<file path="src/rtl/xtone_gen.sv">
// Memory-mapped square-wave tone generator with a one-entry pending-note buffer.
// Each written (half-period, duration) pair plays for duration*TICK_DIV cycles on snd_out.
module xtone_gen #(
  parameter int DATA_W   = 32,
  parameter int DIV_W    = 24,
  parameter int DUR_W    = 16,
  parameter int TICK_DIV = 50000
) (
  input  logic              clk,
  input  logic              rst,
  input  logic              sel,
  input  logic              we,
  input  logic [1:0]        addr,
  input  logic [DATA_W-1:0] data_in,
  output logic [DATA_W-1:0] data_out,
  output logic              snd_out,
  output logic              busy
);

  localparam int TICK_W = (TICK_DIV > 1) ? $clog2(TICK_DIV) : 1;
  localparam logic [TICK_W-1:0] TICK_LAST = TICK_W'(TICK_DIV - 1);

  typedef enum logic {IDLE = 1'b0, PLAY = 1'b1} state_t;

  state_t            state_q, state_d;
  logic [DIV_W-1:0]  hp_stage_q, hp_stage_d;
  logic [DIV_W-1:0]  hp_q, hp_d;
  logic [DUR_W-1:0]  rem_q, rem_d;
  logic [DIV_W-1:0]  phase_q, phase_d;
  logic [TICK_W-1:0] tick_q, tick_d;
  logic              snd_q, snd_d;
  logic [DIV_W-1:0]  pend_hp_q, pend_hp_d;
  logic [DUR_W-1:0]  pend_dur_q, pend_dur_d;
  logic              pend_vld_q, pend_vld_d;
  logic              ovf_q, ovf_d;

  logic             wr_hp, wr_dur, wr_ctrl, rd_status;
  logic             wr_note, abort, tick_wrap, end_note;
  logic [DUR_W-1:0] new_dur;
  logic             unused_bits;

  assign wr_hp       = sel & we & (addr == 2'd0);
  assign wr_dur      = sel & we & (addr == 2'd1);
  assign wr_ctrl     = sel & we & (addr == 2'd3);
  assign rd_status   = sel & ~we & (addr == 2'd2);
  assign new_dur     = data_in[DUR_W-1:0];
  assign wr_note     = wr_dur & (new_dur != '0);
  assign abort       = wr_ctrl & data_in[0];
  assign tick_wrap   = (tick_q == TICK_LAST);
  assign end_note    = (state_q == PLAY) & tick_wrap & (rem_q == DUR_W'(1));
  assign unused_bits = ^data_in;

  assign busy     = (state_q == PLAY);
  assign snd_out  = snd_q;
  assign data_out = rd_status ? {{(DATA_W-3){1'b0}}, ovf_q, pend_vld_q, busy} : '0;

  always_comb begin
    state_d    = state_q;
    hp_stage_d = wr_hp ? data_in[DIV_W-1:0] : hp_stage_q;
    hp_d       = hp_q;
    rem_d      = rem_q;
    phase_d    = phase_q;
    tick_d     = tick_q;
    snd_d      = snd_q;
    pend_hp_d  = pend_hp_q;
    pend_dur_d = pend_dur_q;
    pend_vld_d = pend_vld_q;
    // A status read clears ovf, but a same-cycle drop below re-sets it.
    ovf_d      = rd_status ? 1'b0 : ovf_q;

    if (abort) begin
      state_d    = IDLE;
      rem_d      = '0;
      phase_d    = '0;
      tick_d     = '0;
      snd_d      = 1'b0;
      pend_vld_d = 1'b0;
    end else begin
      case (state_q)
        IDLE: begin
          phase_d = '0;
          tick_d  = '0;
          snd_d   = 1'b0;
          rem_d   = '0;
          if (wr_note) begin
            state_d = PLAY;
            hp_d    = hp_stage_q;
            rem_d   = new_dur;
          end
        end
        PLAY: begin
          if (hp_q == '0) begin
            phase_d = '0;
            snd_d   = 1'b0;
          end else if (phase_q == hp_q - DIV_W'(1)) begin
            phase_d = '0;
            snd_d   = ~snd_q;
          end else begin
            phase_d = phase_q + DIV_W'(1);
          end
          tick_d = tick_wrap ? '0 : tick_q + TICK_W'(1);
          if (tick_wrap) rem_d = rem_q - DUR_W'(1);

          // Decisions below use the pre-edge pending_valid.
          if (end_note) begin
            phase_d = '0;
            tick_d  = '0;
            snd_d   = 1'b0;
            if (pend_vld_q) begin
              hp_d       = pend_hp_q;
              rem_d      = pend_dur_q;
              pend_vld_d = 1'b0;
              if (wr_note) ovf_d = 1'b1;
            end else if (wr_note) begin
              hp_d  = hp_stage_q;
              rem_d = new_dur;
            end else begin
              state_d = IDLE;
              rem_d   = '0;
            end
          end else if (wr_note) begin
            if (pend_vld_q) begin
              ovf_d = 1'b1;
            end else begin
              pend_hp_d  = hp_stage_q;
              pend_dur_d = new_dur;
              pend_vld_d = 1'b1;
            end
          end
        end
        default: state_d = IDLE;
      endcase
    end
  end

  always_ff @(posedge clk or negedge rst) begin
    if (!rst) begin
      state_q    <= IDLE;
      hp_stage_q <= '0;
      hp_q       <= '0;
      rem_q      <= '0;
      phase_q    <= '0;
      tick_q     <= '0;
      snd_q      <= 1'b0;
      pend_hp_q  <= '0;
      pend_dur_q <= '0;
      pend_vld_q <= 1'b0;
      ovf_q      <= 1'b0;
    end else begin
      state_q    <= state_d;
      hp_stage_q <= hp_stage_d;
      hp_q       <= hp_d;
      rem_q      <= rem_d;
      phase_q    <= phase_d;
      tick_q     <= tick_d;
      snd_q      <= snd_d;
      pend_hp_q  <= pend_hp_d;
      pend_dur_q <= pend_dur_d;
      pend_vld_q <= pend_vld_d;
      ovf_q      <= ovf_d;
    end
  end

endmodule
</file>
<file path="config.mk">
export PLATFORM = sky130hd
export DESIGN_NAME = xtone_gen
export DESIGN_NICKNAME = d
export VERILOG_FILES = /design/src/rtl/xtone_gen.sv
export SDC_FILE = /design/constraint.sdc
export NUM_CORES = 1
export LEC_CHECK = 0
export CORE_ASPECT_RATIO = 0.9
export CORE_MARGIN = 3
export CORE_UTILIZATION = 63
export DETAILED_ROUTE_END_ITERATION = 6
export GPL_ROUTABILITY_DRIVEN = 1
export PLACE_DENSITY = 0.95
export SETUP_SLACK_MARGIN = 0.3
export SLEW_MARGIN = 30
export SYNTH_ARGS = -nofsm -noshare
export SYNTH_HDL_FRONTEND = slang
export SYNTH_SLANG_ARGS = --single-unit
</file>
<file path="constraint.sdc">
create_clock -name clk -period 6.6 [get_ports clk]
set_input_delay 1.32 -clock clk [delete_from_list [all_inputs] [get_ports clk]]
set_output_delay 1.32 -clock clk [all_outputs]
set_load 0.02 [all_outputs]
</file>
==> results of run 1 <==
==> routing by layer <==
layer	GRT usage [%]	vias up
li1	-	3043
met2	46.51	345
met1	37.17	3335
met4	12.66	0
met5	0	-
met3	7.281	57
==> per-stage QoR <==
stage                     util, %  setup WS [ns]
after floorplan                 -          3.291
after global placement      67.82          2.161
after detailed placement    67.88          2.051
after CTS                   72.21          2.047
after global routing        72.23          1.917
final                       72.23          2.051
==> flip-flops by register name, summed over array words and instances (netlist names), 16 cells and up <==
| name | cells |
|---|---|
| tick_q | 16 |
| phase_q | 24 |
| pend_hp_q | 24 |
| rem_q | 16 |
| hp_stage_q | 24 |
| hp_q | 24 |
| pend_dur_q | 16 |
==> power by group through the flow <==
stage	Combinational, mW	Sequential [mW]	Clock [mW]
after floorplan	0.881	1.38	0
final	1.05	1.53	0.930
after global routing	1.16	1.56	0.977
after global placement	0.960	1.50	0
after CTS	1.03	1.51	0.942
after detailed placement	1.00	1.52	0
==> cell type report <==
class                   instances  area (µm²)
repair buffers                 49       454.2
well taps                     164       205.2
clock inverters                15       135.1
inverters                      15       56.30
flip-flops and latches        148        3704
multi-input cells             628        4360
fillers                       853        3591
clock buffers                  17       425.4
==> critical path: cells and delay by family <==
kind,cells,cell delay [ns]
buffers and inverters,2,1.13
and+or+nand+nor,2,0.78
==> cells by family (layout without fill, tap and decap cells) <==
kind of cell               Yosys count  count (layout)  share of synthesized area [%]
and+or+nand+nor                    307             307                          20.39
AOI/OAI and AO/OA                  148             148                          12.46
DFF                                148             148                          43.74
buffers and inverters               96              96                          6.250
muxes                               70              70                          9.249
xor gates and xnor gates            69              69                          7.137
adders and majority gates            5               5                         0.7388
other                                1              29                        0.04428
==> worst max-delay path by stage <==
stage	endpoint	start
2_1_floorplan	data_out[0]	we
3_3_place_gp	data_out[2]	addr[1]
3_5_place_dp	data_out[2]	addr[1]
4_1_cts	data_out[2]	addr[1]
5_1_grt	data_out[2]	addr[1]
6_report	data_out[2]	addr[1]
==> placed cells by master, fill, tap and decap left out, types with 6 or more instances in the layout <==
master,synthesis,routed
o21ai_0,20,20
nand3_1,30,30
nor2_1,60,60
a2bb2oi_1,24,24
nand4_1,14,14
nor4_1,20,20
o22ai_1,26,26
o211ai_1,6,6
a21oi_1,26,26
nand2_1,67,66
buf_4,29,15
or2_2,7,7
xnor2_1,29,29
inv_6,0,6
conb_1,1,29
a31oi_1,9,9
nand3b_1,11,11
inv_1,15,15
nor3_1,24,22
nor4b_1,6,6
and3_1,8,8
o31ai_1,6,6
clkbuf_16,0,17
clkdlybuf4s50_1,0,33
mux2_2,66,66
dfrtp_1,148,148
xor2_1,40,40
nor3_2,21,23
==> impl_metrics.tcl, run 1 <==
set metrics [dict create \
    status "completed" \
    num_rows 39 \
    worstSetupEndpointType "output pin" \
    place_inst 1004 \
    seq_power_share_pct 43.5 \
    grt_pass1_vias 6678 \
    path_cells "clkdlybuf4s50_1 > nor4bb_1 > and2_1 > clkdlybuf4s50_1" \
    finalNetCount 902 \
    routedWlPerCell_um 19.80 \
    met3_length_mm 1.848 \
    vias_per_cell 6.544 \
    globalRouteTotalUtil_pct 28.85 \
    yosysMostFrequentCell "dfrtp_1" \
    max_freq_mhz 219.8 \
    grt_pass1_wl_mm 33.82 \
    fin_crit_sh_pct 68.92 \
    critPathLaunchType "input port" \
    vias 6780 \
    yosys-top-cells-count "dfrtp_1 (148), nand2_1 (67), mux2_2 (66)" \
    p_sw_mw 1.315 \
    timing.hold.ws_ns 0.4741 \
    p_comb_share_pct 30.0 \
    hold_viol_final 0 \
    yosys_warnings 0 \
    ys.flop_type "dfrtp_1" \
    p_clk_share_pct 26.5 \
    rsz0062_at_grt "false" \
    drcViolationCount 0 \
    slew_viol_final 0 \
    fin_tns_setup_ns 0 \
    cp_common_cell "clkdlybuf4s50_1" \
    hold_path_class "reg -> reg" \
    cts_tree "built" \
    cts_buffer_depth 2 \
    critical_path.max_stage_delay_ns 0.60 \
    period_minus_slack_ns 4.549 \
    syn_avg_cell_area_um2 10.03 \
    reg2reg_depth 8 \
    hp-start "tick_q[0]" \
    die_area_mm2 0.01487 \
    setup_viol 0 \
    wl_mm 20.51 \
    yosys-top-cells-area "dfrtp_1 (44%), mux2_2 (8.8%), xor2_1 (4.1%)" \
    routed.top_layer "met4" \
    cts_buffers 17 \
    antenna_cells 0 \
    synth_edf_count 0 \
    clock_latency_ns 0.44 \
    antenna_found_initial 0 \
    area_growth_pct 10.30 \
    synth_cells 844 \
    synth_area_leader_cell "dfrtp_1" \
    min_to "tick_q[0]" \
    htreeDepth 4 \
    gp_congestion 0.9155 \
    reg2reg_slack_ns 2.97 \
    power_density_mw_per_mm2 375.4 \
    cts_sinks 148 \
    finClkSkew_ns 0.008668 \
    crit_path_max_fanout 4 \
    io_buffers 34 \
    core_area_mm2 0.01293 \
    r2r_start "rem_q[10]" \
    netlist_area_mm2 0.008468 \
    start_util_pct 65.49 \
    synthDistinctLibCells 72 \
    cap_violations 0 \
    place_hpwl_mm 13.33 \
    post_cts_buffers 0 \
    max_slew_margin_pct 35.63 \
    internal-power_mw 2.191 \
    dieWidth_um 128.2 \
    placed_area_mm2 0.008777 \
    wl_met2_mm 9.822 \
    path_class "in -> out" \
    clock-root-buffer "clkbuf_16" \
    tightest_slew_ns 0.9632 \
    critPathArrivalTime_ns 3.23 \
    yosysTopAreaCellShare_pct 43.74 \
    cts.clk_slew.worst_paths_ns 0.06 \
    drive_gt1_share_pct 18.35 \
    hold-path-cell-count 1 \
    power_mw 3.506 \
    detail-route-antenna-nets 0 \
    first_iter_violations 803 \
    ys_seq_area_share_pct 43.74 \
    die_h_um 116.0 \
    holdBufCountCts 0 \
    r2r-end "hp_q[0]" \
    wl_met1_mm 8.340 \
    ios 72 \
    cp_slowest_cell "clkdlybuf4s50_1" \
    dr.pass1.iters 7 \
    required_ns 5.28 \
    layout.cells.non_filler 1036 \
    ys_ff_latch 148 \
    peakVddDrop_mv 0.2751 \
    grt_max_degree 86 \
    stdcell_area_mm2 0.009340 \
    switching_share_pct 37.51 \
    synthArstFlopShare_pct 100.0 \
    leakage_nw 3.914 \
    ctsResizeCount 0 \
    grt.overflow.total 0 \
]
Note: power is estimated with default switching activity, not from simulation.
==> inputs of run 2 (changes only) <==
CORE_UTILIZATION = 59   (was 63)
PLACE_DENSITY = 0.93   (was 0.95)
clock period = 4.7 ns   (was 6.6 ns; I/O delays follow)
==> impl_metrics.tcl, run 2 (same netlist as run 1, synthesis figures left out) <==
set metrics [dict create \
    status "completed" \
    wl_mm 21.65 \
    final_cell_mix "dfrtp_1 (147), nand2_1 (67), mux2_2 (66), nor2_1 (60), xor2_1 (40)" \
    hold_path_class "reg -> reg" \
    cts_buffers 17 \
    dieWidth_um 132.3 \
    crit_path_max_fanout 24 \
    slew_viol_final 0 \
    r2r-end "hp_q[5]" \
    period_minus_slack_ns 3.972 \
    detail-route-antenna-nets 0 \
    start_util_pct 61.75 \
    grt_pass1_vias 7116 \
    final_common_cell "dfrtp_1" \
    place_inst 1030 \
    critPathArrivalTime_ns 4.26 \
    finalNetCount 903 \
    crit_end "hp_q[5]" \
    max_freq_mhz 251.8 \
    setup_viol 0 \
    routedWlPerCell_um 20.39 \
    htreeDepth 4 \
    die_area_mm2 0.01583 \
    n_fill_cell 923 \
    path_class "in -> reg" \
    ctsResizeCount 0 \
    dr.pass1.iters 5 \
    vias_per_cell 6.673 \
    globalRouteTotalUtil_pct 27.64 \
    num_rows 40 \
    place_hpwl_mm 13.41 \
    grt_max_degree 99 \
    timing.hold.ws_ns 0.4794 \
    drcViolationCount 0 \
    post_cts_buffers 0 \
    holdBufCountCts 0 \
    grt_pass1_wl_mm 35.78 \
    cap_violations 0 \
    reg2reg_depth 9 \
    clock_latency_ns 0.43 \
    fin_crit_sh_pct 84.50 \
    fin_tns_setup_ns 0 \
    gp_congestion 0.9545 \
    tightest_slew_ns 0.9641 \
    finClkSkew_ns 0.01335 \
    hold_viol_final 0 \
    grt.overflow.total 0 \
    power_mw 5.093 \
    area_growth_pct 11.35 \
    r2r_start "rem_q[2]" \
    critPathLaunchType "input port" \
    cts_tree "built" \
    drive_gt1_share_pct 18.67 \
    final_core_util_pct 68.76 \
    cts_sinks 148 \
    core_area_mm2 0.01371 \
    multi_input_area_mm2 0.004359 \
    rsz0062_at_grt "false" \
    leakage_nw 3.940 \
    worstSetupEndpointType "register" \
    vias 7087 \
    required_ns 4.98 \
    first_iter_violations 880 \
    peakVddDrop_mv 0.3647 \
    clock-root-buffer "clkbuf_16" \
    startpoint "data_in[4]" \
    max_slew_margin_pct 35.49 \
    layout.cells.non_filler 1062 \
    regArea_mm2 0.003705 \
    cts_buffer_depth 2 \
    reg2reg_slack_ns 1.11 \
    cts.clk_slew.worst_paths_ns 0.07 \
    ios 72 \
    power_density_mw_per_mm2 540.1 \
    die_h_um 119.7 \
    antenna_cells 0 \
    io_buffers 34 \
    antenna_found_initial 0 \
]
## run 2: stage by stage
stage	instance area (µm²)	setup slack [ns]
floorplan	8573	1.801
global placement	8812	0.6583
detailed placement	8812	0.5563
CTS	9423	0.8792
global route	9429	0.6242
finish	9429	0.7284
## run 2: area by class of cell
class	instances	area share (%)
multi-input combinational	628	46.23
inverter	15	0.5971
timing repair buffer	50	4.897
sequential	148	39.29
clock buffer	17	4.512
clock inverter	15	1.964
tap	189	2.508
## run 2: worst max-delay path, cell delays in order
cell and delay (ns):
clkdlybuf4s50_1 0.64, nor4_1 0.11, and4_1 0.33, nor2_1 0.78
nand2_1 0.87, o22ai_1 0.44, a2bb2oi_1 0.16
## run 2: how the worst min path moves through the flow
| stage | from | to | slack [ns] | depth (start not counted) |
|---|---|---|---|---|
| floorplan | tick_q[0] | tick_q[0] | 0.43 | 1 |
| global placement | tick_q[0] | tick_q[0] | 0.44 | 1 |
| detailed placement | tick_q[0] | tick_q[0] | 0.47 | 1 |
| CTS | tick_q[0] | tick_q[0] | 0.48 | 1 |
| global route | tick_q[0] | tick_q[0] | 0.48 | 1 |
| finish | tick_q[0] | tick_q[0] | 0.48 | 1 |
## run 2: per-layer routing
metal  GRT usage, %  part of all wire (%)  wire length (µm)  vias to the layer above
li1               -                     -                 -                     3048
met1          35.00                    38              8220                     3411
met2          45.06                    48             10390                      521
met3          7.167                    10              2219                      107
met4          12.27                   3.8               822                        0
met5              0                     0                 0                        -
## run 2: where the power goes
| group | internal [mW] | switching, mW | leakage (nW) |
|---|---|---|---|
| logic | 0.712 | 0.796 | 1.79 |
| clock network | 0.766 | 0.634 | 0.293 |
| registers | 1.67 | 0.516 | 1.86 |
==> inputs of run 3 (changes only) <==
CORE_UTILIZATION = 53   (was 59)
PLACE_DENSITY = 0.89   (was 0.93)
clock period = 3.37 ns   (was 4.7 ns; I/O delays follow)
==> impl_metrics.tcl, run 3 (same netlist as run 1, synthesis figures left out) <==
set metrics [dict create \
    holdBufCountCts 0 \
    wl_met1_mm 9.009 \
    period_minus_slack_ns 3.064 \
    post-place-ws_ns 0.1491 \
    cp_slowest_cell "or4_1" \
    met3_length_mm 1.695 \
    core_area_mm2 0.01555 \
    num_rows 43 \
    cts_buffers 17 \
    cap_violations 0 \
    htreeDepth 4 \
    reg2reg_depth 9 \
    drive_gt1_share_pct 24.13 \
    fin_crit_sh_pct 90.92 \
    max_freq_mhz 326.4 \
    finClkSkew_ns 0.009528 \
    start_util_pct 54.46 \
    cts_buffer_depth 2 \
    clock_latency_ns 0.44 \
    hold_viol_final 0 \
    wl_met2_mm 10.40 \
    dr.pass1.iters 6 \
    path_class "reg -> reg" \
    leakage_nw 4.225 \
    placed_area_mm2 0.009099 \
    cts.clk_slew.worst_paths_ns 0.07 \
    n_fill_cell 1121 \
    dieWidth_um 139.2 \
    first_iter_violations 792 \
    final_cell_mix "dfrtp_1 (146), nand2_1 (67), mux2_2 (65), nor2_1 (60), buf_4 (54)" \
    setup_viol 0 \
    detail-route-antenna-nets 0 \
    globalRouteTotalUtil_pct 24.02 \
    die_area_mm2 0.01753 \
    ios 72 \
    antenna_cells 0 \
    grt_pass1_wl_mm 34.75 \
    power_mw 7.266 \
    finalNetCount 946 \
    status "completed" \
    routedWlPerCell_um 19.52 \
    area_growth_pct 17.75 \
    antenna_found_initial 0 \
    path_cells "or4_1 > nor4b_4 > mux2_4 > a31oi_4 > o22ai_2 > nor4_4 > buf_4 > buf_12 > nor3_1" \
    rsz0062_at_grt "false" \
    vias 7094 \
    fin_tns_setup_ns 0 \
    grt.overflow.total 0 \
    slew_viol_final 0 \
    gp_congestion 0.9235 \
    crit_path_max_fanout 12 \
    multi_input_area_mm2 0.004498 \
    grt_pass1_vias 7004 \
    required_ns 3.68 \
    clock-root-buffer "clkbuf_16" \
    r2r-end "phase_q[2]" \
    place_hpwl_mm 13.51 \
    final_common_cell "dfrtp_1" \
    io_buffers 34 \
    critPathLaunchType "register" \
    routed.top_layer "met4" \
    max_slew_margin_pct 50.02 \
    die_h_um 125.9 \
    grt_max_degree 74 \
    setup_slack_ns 0.3061 \
    vias_per_cell 6.345 \
    critical_path.max_stage_delay_ns 0.67 \
    cp_num_buf_inv 2 \
    r2r_start "hp_q[9]" \
    hold_path_class "in -> async" \
    cp_top_family "simple AND/OR/NAND/NOR gates" \
    worstSetupEndpointType "register" \
    cts_sinks 148 \
    tightest_slew_ns 0.7479 \
    regArea_mm2 0.003706 \
    peakVddDrop_mv 0.4967 \
    wl_mm 21.83 \
    drcViolationCount 0 \
    critPathArrivalTime_ns 3.37 \
    cts_tree "built" \
    power_density_mw_per_mm2 728.7 \
    reg2reg_slack_ns 0.31 \
    stdcell_area_mm2 0.009971 \
]
==> run 3: cell count changes in the layout (fill, tap and decap cells not counted), sizes merged <==
cell and change:
clkbuf +1, buf +42, bufinv +1, clkinvlp -2, clkinv +2, inv -1
==> run 3: timing repair <==
action	CTS	global route
resized for setup	6	18
gates cloned	0	2
buffers inserted	3	8
hold endpoints to repair	0	0
pin swaps	1	10
setup endpoints to repair	28	28
==> run 3: worst max-delay path by stage <==
stage          cells past startpoint         end        from
2_1_floorplan                     11  phase_q[4]     hp_q[0]
3_3_place_gp                       9   rem_q[12]     addr[0]
3_5_place_dp                       9   rem_q[12]  data_in[5]
4_1_cts                            7     snd_out    hp_q[13]
5_1_grt                            9  phase_q[2]     hp_q[9]
6_report                           9  phase_q[2]     hp_q[9]
==> run 3: routing by layer <==
metal,global-route usage (%),vias up
li1,-,3147
met1,31.81,3479
met2,38.40,383
met3,5.809,85
met4,9.379,0
met5,0,-
==> run 3: layout make-up <==
type	instances	area share [%]
clock buffer	17	4.267
clock inverter	15	1.895
inverter	15	0.5647
multi-input combinational	628	45.11
sequential	148	37.17
tap	202	2.535
timing repair buffer	93	8.458
==> run 3: power by group <==
part | switching (mW) | internal, mW | total [mW]
logic | 1.20 | 1.12 | 2.32
clock network | 0.860 | 1.13 | 1.99
registers | 0.629 | 2.33 | 2.96
total | 2.69 | 4.58 | 7.27
==> run 3: stage by stage <==
step                      utilization [%]  instances  hold slack [ns]
after floorplan                         -        872           0.3784
after global placement              58.47       1073           0.4418
after detailed placement            58.52       1073           0.4449
after CTS                           62.86       1108           0.2615
after global routing                64.13       1118           0.2921
final                               64.13       1118           0.2349
